--- src/rtl/fifo_pkg.sv ---
// Shared definitions for the conditional FIFO family used on the TC/VC
// buffering path: output-mode constants, default virtual-channel buffer
// geometry and a ceil(log2) helper usable in constant expressions.
package fifo_pkg;

  // Read-data presentation modes.
  localparam int OUT_COMB = 0;  // read data follows rdaddr combinationally
  localparam int OUT_REGD = 1;  // read data registered, qualified by fifo_valid

  // Default geometry of one virtual-channel buffer.
  localparam int VC_BW    = 6;
  localparam int VC_DEPTH = 16;

  // Smallest n with 2**n >= value; returns 1 for value <= 2 so pointers
  // always have at least one bit.
  function automatic int clog2(input int value);
    int n;
    n = 1;
    for (int i = 1; i < 31; i++) begin
      if ((1 << i) < value) n = i + 1;
    end
    return n;
  endfunction

endpackage

--- src/rtl/fifo_mem_dp.sv ---
// Storage array for fifo_cond_param.
// Ports:
//   clk        write clock (rising edge)
//   wr_en_i    write strobe; the array changes only when it is high
//   wr_addr_i  write address, 0..DEPTH-1
//   wr_data_i  write data
//   rd_addr_i  read address, 0..DEPTH-1
//   rd_data_o  contents at rd_addr_i (asynchronous read)
module fifo_mem_dp
  import fifo_pkg::*;
#(
  parameter int BW    = VC_BW,
  parameter int DEPTH = VC_DEPTH,
  parameter int AW    = clog2(VC_DEPTH)
) (
  input  logic          clk,
  input  logic          wr_en_i,
  input  logic [AW-1:0] wr_addr_i,
  input  logic [BW-1:0] wr_data_i,
  input  logic [AW-1:0] rd_addr_i,
  output logic [BW-1:0] rd_data_o
);

  logic [BW-1:0] mem_q [DEPTH];

  // NOTE: the array has no reset on purpose; a reset branch would turn it into
  // DEPTH*BW resettable flops instead of a RAM, and occupancy tracking already
  // guarantees that stale words are never presented as valid data.
  always_ff @(posedge clk) begin
    if (wr_en_i) mem_q[wr_addr_i] <= wr_data_i;
  end

  assign rd_data_o = mem_q[rd_addr_i];

endmodule

--- src/rtl/fifo_cond_param.sv ---
// Conditional FIFO for one virtual channel, between the packet classifier
// and the VC arbiter. Any DEPTH >= 2 is supported (pointers wrap explicitly).
// Ports:
//   clk, reset_L       clock (rising edge) and async active-low reset
//   fifo_wr / _data_in write request and data
//   fifo_rd            read request
//   umbral_bajo/_alto  thresholds for almost_empty (fill <= bajo) and
//                      almost_full (fill >= alto)
//   err_clr            clears the sticky error flags (a same-cycle set wins)
//   fifo_data_out      read data; fifo_valid marks a popped word
//   fifo_fill          occupancy 0..DEPTH
//   fifo_full/_empty/_almost_full/_almost_empty  status from registered fill
//   overrun_err/underrun_err/error_output        sticky rejected-access flags
module fifo_cond_param
  import fifo_pkg::*;
#(
  parameter  int BW      = VC_BW,
  parameter  int DEPTH   = VC_DEPTH,
  parameter  int OUT_REG = OUT_REGD,
  localparam int AW      = clog2(DEPTH),
  localparam int CW      = AW + 1
) (
  input  logic          clk,
  input  logic          reset_L,
  input  logic          fifo_wr,
  input  logic [BW-1:0] fifo_data_in,
  input  logic          fifo_rd,
  input  logic [CW-1:0] umbral_bajo,
  input  logic [CW-1:0] umbral_alto,
  input  logic          err_clr,
  output logic [BW-1:0] fifo_data_out,
  output logic          fifo_valid,
  output logic [CW-1:0] fifo_fill,
  output logic          fifo_full,
  output logic          fifo_empty,
  output logic          fifo_almost_full,
  output logic          fifo_almost_empty,
  output logic          overrun_err,
  output logic          underrun_err,
  output logic          error_output
);

  logic [AW-1:0] wr_ptr_q, wr_ptr_d;
  logic [AW-1:0] rd_ptr_q, rd_ptr_d;
  logic [CW-1:0] fill_q, fill_d;
  logic          overrun_q, overrun_d;
  logic          underrun_q, underrun_d;
  logic          rd_ok, wr_ok;
  logic [BW-1:0] rd_data;

  // Explicit wrap so that non-power-of-two depths never address past DEPTH-1.
  function automatic logic [AW-1:0] ptr_inc(input logic [AW-1:0] ptr);
    return (ptr == AW'(DEPTH - 1)) ? '0 : ptr + AW'(1);
  endfunction

  assign fifo_empty        = (fill_q == '0);
  assign fifo_full         = (fill_q == CW'(DEPTH));
  assign fifo_almost_full  = (fill_q >= umbral_alto);
  assign fifo_almost_empty = (fill_q <= umbral_bajo);
  assign fifo_fill         = fill_q;

  // A full FIFO still accepts a write when a read frees a slot in the same
  // cycle. An empty FIFO never forwards a same-cycle write to the reader.
  assign rd_ok = fifo_rd & ~fifo_empty;
  assign wr_ok = fifo_wr & (~fifo_full | rd_ok);

  // NOTE: every signal written here gets a value on every path (defaults
  // first), otherwise synthesis infers a latch to hold the missing case.
  always_comb begin
    wr_ptr_d = wr_ptr_q;
    rd_ptr_d = rd_ptr_q;
    fill_d   = fill_q;
    if (wr_ok) wr_ptr_d = ptr_inc(wr_ptr_q);
    if (rd_ok) rd_ptr_d = ptr_inc(rd_ptr_q);
    unique case ({wr_ok, rd_ok})
      2'b10:   fill_d = fill_q + CW'(1);
      2'b01:   fill_d = fill_q - CW'(1);
      default: fill_d = fill_q;
    endcase
    // Set has priority over clear so an error in the clearing cycle is kept.
    overrun_d  = (overrun_q & ~err_clr) | (fifo_wr & ~wr_ok);
    underrun_d = (underrun_q & ~err_clr) | (fifo_rd & ~rd_ok);
  end

  // NOTE: state registers use non-blocking assignments so every flop samples
  // the pre-edge values, independent of statement order.
  always_ff @(posedge clk or negedge reset_L) begin
    if (!reset_L) begin
      wr_ptr_q   <= '0;
      rd_ptr_q   <= '0;
      fill_q     <= '0;
      overrun_q  <= 1'b0;
      underrun_q <= 1'b0;
    end else begin
      wr_ptr_q   <= wr_ptr_d;
      rd_ptr_q   <= rd_ptr_d;
      fill_q     <= fill_d;
      overrun_q  <= overrun_d;
      underrun_q <= underrun_d;
    end
  end

  assign overrun_err  = overrun_q;
  assign underrun_err = underrun_q;
  assign error_output = overrun_q | underrun_q;

  fifo_mem_dp #(
    .BW    (BW),
    .DEPTH (DEPTH),
    .AW    (AW)
  ) u_mem (
    .clk       (clk),
    .wr_en_i   (wr_ok),
    .wr_addr_i (wr_ptr_q),
    .wr_data_i (fifo_data_in),
    .rd_addr_i (rd_ptr_q),
    .rd_data_o (rd_data)
  );

  if (OUT_REG == OUT_COMB) begin : g_out_comb
    // Head word is shown whenever a read is requested; only rd_ok qualifies it.
    always_comb begin
      fifo_data_out = fifo_rd ? rd_data : '0;
      fifo_valid    = rd_ok;
    end
  end else begin : g_out_reg
    logic [BW-1:0] dout_q;
    logic          valid_q;

    always_ff @(posedge clk or negedge reset_L) begin
      if (!reset_L) begin
        dout_q  <= '0;
        valid_q <= 1'b0;
      end else begin
        valid_q <= rd_ok;
        if (rd_ok) dout_q <= rd_data;
      end
    end

    assign fifo_data_out = dout_q;
    assign fifo_valid    = valid_q;
  end

endmodule

--- config.mk ---
export PLATFORM = sky130hd
export DESIGN_NAME = fifo_cond_param
export DESIGN_NICKNAME = d
export VERILOG_FILES = /design/src/rtl/fifo_pkg.sv /design/src/rtl/fifo_mem_dp.sv /design/src/rtl/fifo_cond_param.sv
export SDC_FILE = /design/constraint.sdc
export NUM_CORES = 1
export LEC_CHECK = 0
export ABC_AREA = 0
export BUFFER_PORTS_ARGS = -buffer_cell sky130_fd_sc_hd__buf_2
export CAP_MARGIN = 20
export CORE_MARGIN = 2
export CORE_UTILIZATION = 55
export CTS_BUF_LIST = sky130_fd_sc_hd__clkbuf_8 sky130_fd_sc_hd__clkbuf_16
export DETAILED_ROUTE_END_ITERATION = 10
export GPL_ROUTABILITY_DRIVEN = 0
export PLACE_DENSITY = 0.82
export SYNTH_ARGS = -nofsm -noshare
export SYNTH_HDL_FRONTEND = slang
export SYNTH_HIERARCHICAL = 1
export SYNTH_SLANG_ARGS = --single-unit
--- constraint.sdc ---
create_clock -name clk -period 8.1 [get_ports clk]
set_input_delay 0.81 -clock clk [delete_from_list [all_inputs] [get_ports clk]]
set_output_delay 0.81 -clock clk [all_outputs]
set_load 0.01 [all_outputs]
==> impl_metrics.py <==
metrics = {
    "clock_tree": {
        "clk_pin_slew_worst_paths_ps": 60,
        "cts_tree": "yes",
        "cts_root_buf": "clkbuf_8",
        "cts_buffers": 17,
        "cts_buffer_depth": 2,
        "holdBufCountCts": 0,
        "postCtsSetupBuffers": 0,
        "cts_sinks": 118,
        "ctsHtreeMaxLevel": 4,
        "insertion_delay_ps": 510,
        "cts_resized": 0,
    },
    "power_and_ir_drop": {
        "p_sw_share_pct": 30.8,
        "switching_power_mw": 0.655,
        "p_leak_nw": 2.34,
        "irDropWorstVdd_v": 0.000214,
        "intPower_mw": 1.47,
        "seq_power_share_pct": 39.1,
        "power_mw": 2.13,
        "power_frac_clock_pct": 33.0,
        "power_density_mw_per_mm2": 352,
        "combPwrFrac_pct": 27.9,
    },
    "place": {
        "hpwl_um": 6560,
        "port_buffers": 39,
    },
    "timing": {
        "rsz0062_at_grt": "no",
        "hold_violations": 0,
        "fin_crit_ps": 3080,
        "tightest_slew_ps": 1060,
        "setup_viol": 0,
        "relSlewSlack_pct": 28.6,
        "clock_skew_ps": 8.76,
        "max_freq_ghz": 0.325,
        "fin_crit_sh_pct": 38.0,
        "tns_ps": 0,
        "final-max-slew-violation-count": 0,
    },
    "floorplan": {
        "core_region_area_mm2": 0.00920,
        "initial_core_util_pct": 56.5,
        "die_area_mm2": 0.0102,
        "ioPinCount": 40,
        "rows": 35,
        "die_h_um": 101,
        "dieWidth_um": 101,
    },
    "detailed_routing": {
        "wl_um": 10200,
        "drc": 0,
        "drt_iter0_drc": 216,
        "vias": 3138,
        "antenna_left": 0,
        "dr.pass1.iters": 5,
        "drt-wirelength-per-cell_um": 20.2,
        "viasPerCell": 6.20,
    },
    "status": {
        "status": "finished clean",
    },
    "worst_setup_path": {
        "cp-start-kind": "flop",
        "rr_startpoint": "fifo_fill[1]",
        "path_class": "flop to flop",
        "cp.required_ps": 8480,
        "cp_max_fo": 12,
        "arrival_ps": 3460,
        "startpoint": "fifo_fill[1]",
        "crit_path_end_kind": "flop",
    },
    "job": {
        "maxCapViolCount": 0,
    },
    "global_route": {
        "grt_pass1_wl_um": 16100,
        "grt_usage_pct": 21.9,
        "antenna_found_initial": 0,
        "grt_pass1_vias": 2925,
        "grt_overflow_total": 0,
        "grt_max_degree": 29,
    },
    "yosys": {
        "ys_top_cells_by_area": "edfxtp_1 55%, dfrtp_1 11%, mux4_1 6.1%",
        "synth_cells": 334,
        "yosysTopAreaCellShare_pct": 55.5,
        "synth_common_cells": "96 x edfxtp_1, 41 x nand2_1, 22 x dfrtp_1, 21 x nor2_1, 15 x ha_1",
        "syn-num-nets": 371,
        "synth_cell_types": 50,
        "async_reset_ff_share_pct": 18.6,
        "synth_top_cell_by_area": "edfxtp_1",
        "avgSynthCellArea_um2": 15.6,
        "syn_area_mm2": 0.00519,
        "ys.flop_type": "edfxtp_1",
        "yosysSeqAreaShare_pct": 66.1,
        "synth_edf_count": 96,
        "yosysMostFrequentCell": "edfxtp_1",
        "synth_seq_cells": 118,
        "yosysWarnings": 6,
    },
    "min_path": {
        "min_path_type": "primary input to asynchronous set/reset pin",
    },
    "layout": {
        "diodes": 0,
        "fill_cells": 582,
        "nNetsFinal": 419,
        "area_growth_syn_to_layout_pct": 16.3,
        "drive_gt1_share_pct": 21.0,
    },
}
cell families (layout without fill, tap and decap cells):
logic type      after synthesis  in the layout  synth area share (%)
buf+inv                      27             88                  2.67
flops                       118            118                  66.1
simple gates                 93             93                  8.14
fa+ha+maj                    16             16                  4.00
xor+xnor                      5              5                 0.843
compound gates               49             49                  6.58
mux                          26             26                  11.7
power groups by stage:
stage	Combinational (mW)	Clock, mW	Sequential, mW
5_1_grt	0.656	0.742	0.845
3_5_place_dp	0.552	0	0.860
2_1_floorplan	0.421	0	0.830
3_3_place_gp	0.534	0	0.852
4_1_cts	0.562	0.712	0.851
6_report	0.595	0.702	0.832
state kept, by name (all words and copies together), names as in the netlist:
register       cells
fifo_data_out      6
fifo_fill          5
fifo_valid         1
overrun_err        1
rd_ptr_q           4
u_mem/mem_q       96
underrun_err       1
wr_ptr_q           4
metrics by stage:
stage	setup WS [ps]	area [um^2]	hold slack (ps)	cells	utilization [%]
after global placement	5200	5450	458	473	59.3
after detailed placement	5100	5450	468	473	59.3
final	5020	6040	255	506	65.7
after floorplan	5360	5190	485	334	-
after global routing	4810	6040	274	506	65.7
after CTS	5060	6020	255	505	65.4
area by class of cell:
class,count,area (um^2),area share [%]
Tap cell,111,139,2.30
Multi-Input combinational cell,189,1620,26.9
Sequential cell,118,3430,56.8
Inverter,15,56.3,0.932
Timing Repair Buffer,41,230,3.81
Clock buffer,17,414,6.85
Clock inverter,15,148,2.44
worst paths after layout:
kind | depth (start not counted) | to | slack [ps]
max | 8 | fifo_fill[4] | 5020
min | 1 | fifo_fill[1] | 260
max reg2reg | 8 | fifo_fill[4] | 5020
min reg2reg | 2 | fifo_data_out[3] | 480
max in group asynchronous | 1 | fifo_data_out[1] | 7510
min in group clk | 2 | fifo_data_out[3] | 480
worst max-delay path, stage by stage (launching register included):
cell and delay [ps]:
dfrtp_1 500, or4_1 730, o21ai_2 470, nor2_1 200, ha_1 370, a21oi_1 280
a21oi_1 130, a41oi_1 170, o211ai_1 100
cells in the final DEF (no fill, tap or decap), types with 2 or more instances in the layout:
| cell | synthesis | routed |
|---|---|---|
| a21o_1 | 6 | 6 |
| a21oi_1 | 6 | 6 |
| a22oi_1 | 12 | 12 |
| a311oi_1 | 2 | 2 |
| and2_1 | 3 | 3 |
| buf_2 | 2 | 39 |
| bufinv_16 | 0 | 3 |
| clkbuf_16 | 0 | 16 |
| clkinv_1 | 0 | 2 |
| clkinv_2 | 0 | 4 |
| clkinvlp_4 | 0 | 2 |
| dfrtp_1 | 22 | 22 |
| edfxtp_1 | 96 | 96 |
| ha_1 | 15 | 15 |
| inv_1 | 14 | 18 |
| mux4_1 | 12 | 12 |
| mux4_2 | 12 | 12 |
| nand2_1 | 41 | 41 |
| nand2b_1 | 6 | 6 |
| nand3_1 | 5 | 5 |
| nand3b_1 | 3 | 3 |
| nand4_1 | 2 | 2 |
| nor2_1 | 21 | 21 |
| nor2b_1 | 4 | 4 |
| nor3_1 | 4 | 4 |
| o21ai_0 | 8 | 8 |
| o22ai_1 | 2 | 2 |
| xnor2_1 | 4 | 4 |
layer usage:
layer	vias to the layer above	share of wire [%]	routed length [um]	global-route usage, %
li1	1398	-	-	-
met1	1580	42	4310	30.2
met2	146	49	5030	34.0
met3	14	7.1	720	6.42
met4	0	1.4	138	6.96
met5	-	0	0	0
No activity file was read; power rests on OpenSTA's default activity.
